### src/rtl/bin_to_bcd_seq.sv
// Sequential binary-to-BCD converter (shift-and-add-3), one input bit per clock.
// bin and bcd use ascending ranges so index 0 is the most significant bit.
module bin_to_bcd_seq #(
  parameter int unsigned WIDTH  = 8,
  parameter int unsigned DIGITS = 3
) (
  input  logic                  clock,
  input  logic                  resetn,
  input  logic                  start,
  input  logic [0:WIDTH-1]      bin,
  output logic                  busy,
  output logic                  done,
  output logic [0:4*DIGITS-1]   bcd,
  output logic                  ovf
);

  localparam int unsigned CW = (WIDTH > 1) ? $clog2(WIDTH) : 1;

  typedef enum logic [1:0] {IDLE, SHIFT, DONE} state_t;

  state_t                state_q;
  logic [WIDTH-1:0]      sr_q, sr_d;
  logic [4*DIGITS-1:0]   work_q, work_d, adj;
  logic                  acc_q, acc_d;
  logic [CW-1:0]         cnt_q;

  // One double-dabble step: digit-wise add-3, then shift {work, sr} left.
  // The bit leaving the top digit is a lost decimal carry, hence overflow.
  always_comb begin
    adj = work_q;
    for (int unsigned i = 0; i < DIGITS; i++) begin
      if (work_q[4*i +: 4] >= 4'd5) begin
        adj[4*i +: 4] = work_q[4*i +: 4] + 4'd3;
      end
    end
    {work_d, sr_d} = {adj, sr_q} << 1;
    acc_d = acc_q | adj[4*DIGITS-1];
  end

  always_ff @(posedge clock) begin
    if (!resetn) begin
      state_q <= IDLE;
      sr_q    <= '0;
      work_q  <= '0;
      acc_q   <= 1'b0;
      cnt_q   <= '0;
      busy    <= 1'b0;
      done    <= 1'b0;
      bcd     <= '0;
      ovf     <= 1'b0;
    end else begin
      case (state_q)
        IDLE: begin
          done <= 1'b0;
          if (start) begin
            sr_q    <= bin;
            work_q  <= '0;
            acc_q   <= 1'b0;
            cnt_q   <= '0;
            busy    <= 1'b1;
            state_q <= SHIFT;
          end
        end
        SHIFT: begin
          sr_q   <= sr_d;
          work_q <= work_d;
          acc_q  <= acc_d;
          cnt_q  <= cnt_q + 1'b1;
          if (cnt_q == CW'(WIDTH - 1)) begin
            bcd     <= work_d;
            ovf     <= acc_d;
            busy    <= 1'b0;
            done    <= 1'b1;
            state_q <= DONE;
          end
        end
        DONE: begin
          done    <= 1'b0;
          state_q <= IDLE;
        end
        default: begin
          busy    <= 1'b0;
          done    <= 1'b0;
          state_q <= IDLE;
        end
      endcase
    end
  end

endmodule

### config.mk
export PLATFORM = sky130hd
export DESIGN_NAME = bin_to_bcd_seq
export DESIGN_NICKNAME = d
export VERILOG_FILES = /design/src/rtl/bin_to_bcd_seq.sv
export SDC_FILE = /design/constraint.sdc
export NUM_CORES = 1
export LEC_CHECK = 0
export CAP_MARGIN = 20
export CORE_MARGIN = 4
export CORE_UTILIZATION = 50
export CTS_CLUSTER_SIZE = 24
export DETAILED_ROUTE_END_ITERATION = 10
export GPL_TIMING_DRIVEN = 1
export PLACE_DENSITY = 0.74
export RECOVER_POWER = 50
export SETUP_SLACK_MARGIN = 0.02
export SLEW_MARGIN = 20
export SYNTH_ARGS = -nofsm -noshare
export SYNTH_HDL_FRONTEND = slang
export SYNTH_SLANG_ARGS = --single-unit
### constraint.sdc
create_clock -name clock -period 2.3 [get_ports clock]
set_clock_uncertainty 0.15 [all_clocks]
set_input_delay 0.46 -clock clock [delete_from_list [all_inputs] [get_ports clock]]
set_output_delay 0.46 -clock clock [all_outputs]
set_load 0.05 [all_outputs]
==> flow_summary.ini <==
[status]
status = finished, final reports clean

[worst_setup_path]
r2r-start = cnt_q[0]
worst_path_max_delay_cell = clkdlybuf4s50_1
crit_family = buffers and inverters
crit_buf_inv = 1
r2r_slack_ps = 360
criticalPathCategory = flop to output pin
worstPathArrival_ps = 1470
crit_start = busy
cpPeakStageDelay_ps = 820
worstSetupEndpointType = output pin
path_cells = clkdlybuf4s50_1
cp.required_ps = 1690
start_kind = flop
cp_max_fo = 3

[pwr]
power.total_mw = 1.28
power_density_nw_per_um2 = 589
ir_worst_vdd_mv = 0.378
p_leak_nw = 0.799

[die]
die_w_um = 68.7
core_region_area_um2 = 3440
io_pins = 26
die_h_um = 68.7
fp-row-count = 21
die-area_um2 = 4720
start_util_pct = 53.5

[clocking]
cts_setup_buffers = 0
htree_levels = 2
clk_latency_ps = 290
cts_tree = done
cts_buffers = 5
clk_pin_slew_ps = 80
cts_root_buf = clkbuf_8
ctsLongestPathBuffers = 2
cts.sinks = 41
post_cts_resized = 0
ctsHoldBuffers = 0

[sta]
hold_viol = 0
setup_violations = 0
slew_violations = 0
max_slew_margin_pct = 61.0
fin_tns_setup_ps = 0
fin_crit_sh_pct = 90.6
fmax_ghz = 0.480
layout_setup_ws_ps = 217
rsz0062_at_grt = false
hold_ws_ps = 304
tightest_slew_ps = 585
fin_crit_ps = 2080

[placed_design]
dp_cells = 259
dp_slack_ps = 176
port_buffers = 25
dpl_cell_area_um2 = 2110
place_congestion = 0.801
hpwlAfterDp_um = 2840

[yosys]
synth_adder_area_share_pct = 5.43
syn_area_per_cell_um2 = 9.60
ys_seq_area_share_pct = 44.5
synth_area_leaders = dfxtp_1 (45%), o21ai_1 (7.1%), ha_1 (5.4%), a21oi_1 (4.3%), mux2i_1 (3.8%)
synth_edf_count = 0
netlist_area_um2 = 1840
syn_inst = 192
yosys_most_used_dff = dfxtp_1
synth_xor_area_share_pct = 1.43
async_flop_share_pct = 0
synth-simple-area-share_pct = 14.9
synth-compound-area-share_pct = 21.8
ys_types = 37
synth_top_area_share_pct = 44.5
synth_warnings = 0
synthesis.nets = 211
synth_top_area_cell = dfxtp_1
synthMuxAreaShare_pct = 5.63
synth_seq_cells = 41
synth_top_family_by_area = compound AO/OA/AOI/OAI gates

[finish]
layout_common_cells = dfxtp_1 (41), clkdlybuf4s50_1 (23), o21ai_1 (16), a21oi_1 (16), nand2_1 (15)
fin_util_pct = 63.1
diodes = 0
fin_area_um2 = 2170
layout_commonest_cell = dfxtp_1
syn_to_final_growth_pct = 17.9
drive_above_1_share_pct = 9.95
nets = 239
fin_cells = 267

[grt]
antenna_found_initial = 0
grt_max_degree = 17
grt_overflow = 0
grt_pass1_wl_um = 6400
grt_util_all_layers_pct = 18.4
grt_pass1_vias = 1468

[min_path]
min_from = sr_q[3]
hold_path_class = flop to flop

[drt]
first_iter_violations = 70
drc_errors = 0
wirelength_um = 3870
antenna_left = 0
vias_per_cell = 5.45
num_vias = 1455
wl_per_cell_um = 14.5
dr.pass1.iters = 4

[flow_run]
maxCapViolCount = 0
## synth_stat cells (all sizes together), types with 4 or more instances
| master | number |
|---|---|
| nand2 | 16 |
| nor3b | 7 |
| nor2 | 4 |
| dfxtp | 41 |
| a21oi | 18 |
| o22ai | 5 |
| and2 | 4 |
| o21ai | 28 |
| mux2i | 7 |
| buf | 8 |
| nand3 | 6 |
| inv | 11 |
| nand2b | 4 |
| ha | 8 |
## path summary, 6_finish.rpt
check | end | depth (start not counted)
setup reg to reg | bcd[7] | 7
setup / recovery | busy | 1
hold / removal | sr_q[3] | 2
hold reg to reg | sr_q[3] | 2
## area by class of cell
type                    count  area (um^2)
repair buffers             29          273
inverters                  11         41.3
clock inverters             2         10.0
clock buffers               6         72.6
well taps                  46         57.6
multi-input cells         132          898
flip-flops and latches     41          821
fillers                   299         1270
## registers in the layout, indices dropped and copies added, names as in the netlist
name	flops
sr_q	8
done	1
state_q	2
bcd	12
acc_q	1
work_q	12
ovf	1
cnt_q	3
busy	1
## logic make-up after synthesis
family          after synthesis
compound gates               64
mux                          10
simple gates                 47
flops                        41
fa+ha+maj                     8
xor+xnor                      3
buf+inv                      19
## power by group
| part | total, mW | switching (mW) | internal [mW] | leakage, nW |
|---|---|---|---|---|
| Clock | 0.442 | 0.232 | 0.210 | 0.0450 |
| Combinational | 0.101 | 0.0526 | 0.0489 | 0.421 |
| Sequential | 0.737 | 0.0122 | 0.725 | 0.333 |
## per-layer routing
layer / GRT usage [%] / vias up / part of all wire (%)
li1: - / 735 / -
met1: 20.4 / 673 / 45
met2: 31.8 / 39 / 47
met3: 6.00 / 8 / 5.6
met4: 8.03 / 0 / 1.9
met5: 0 / - / 0
No activity file was read; power rests on OpenSTA's default activity.
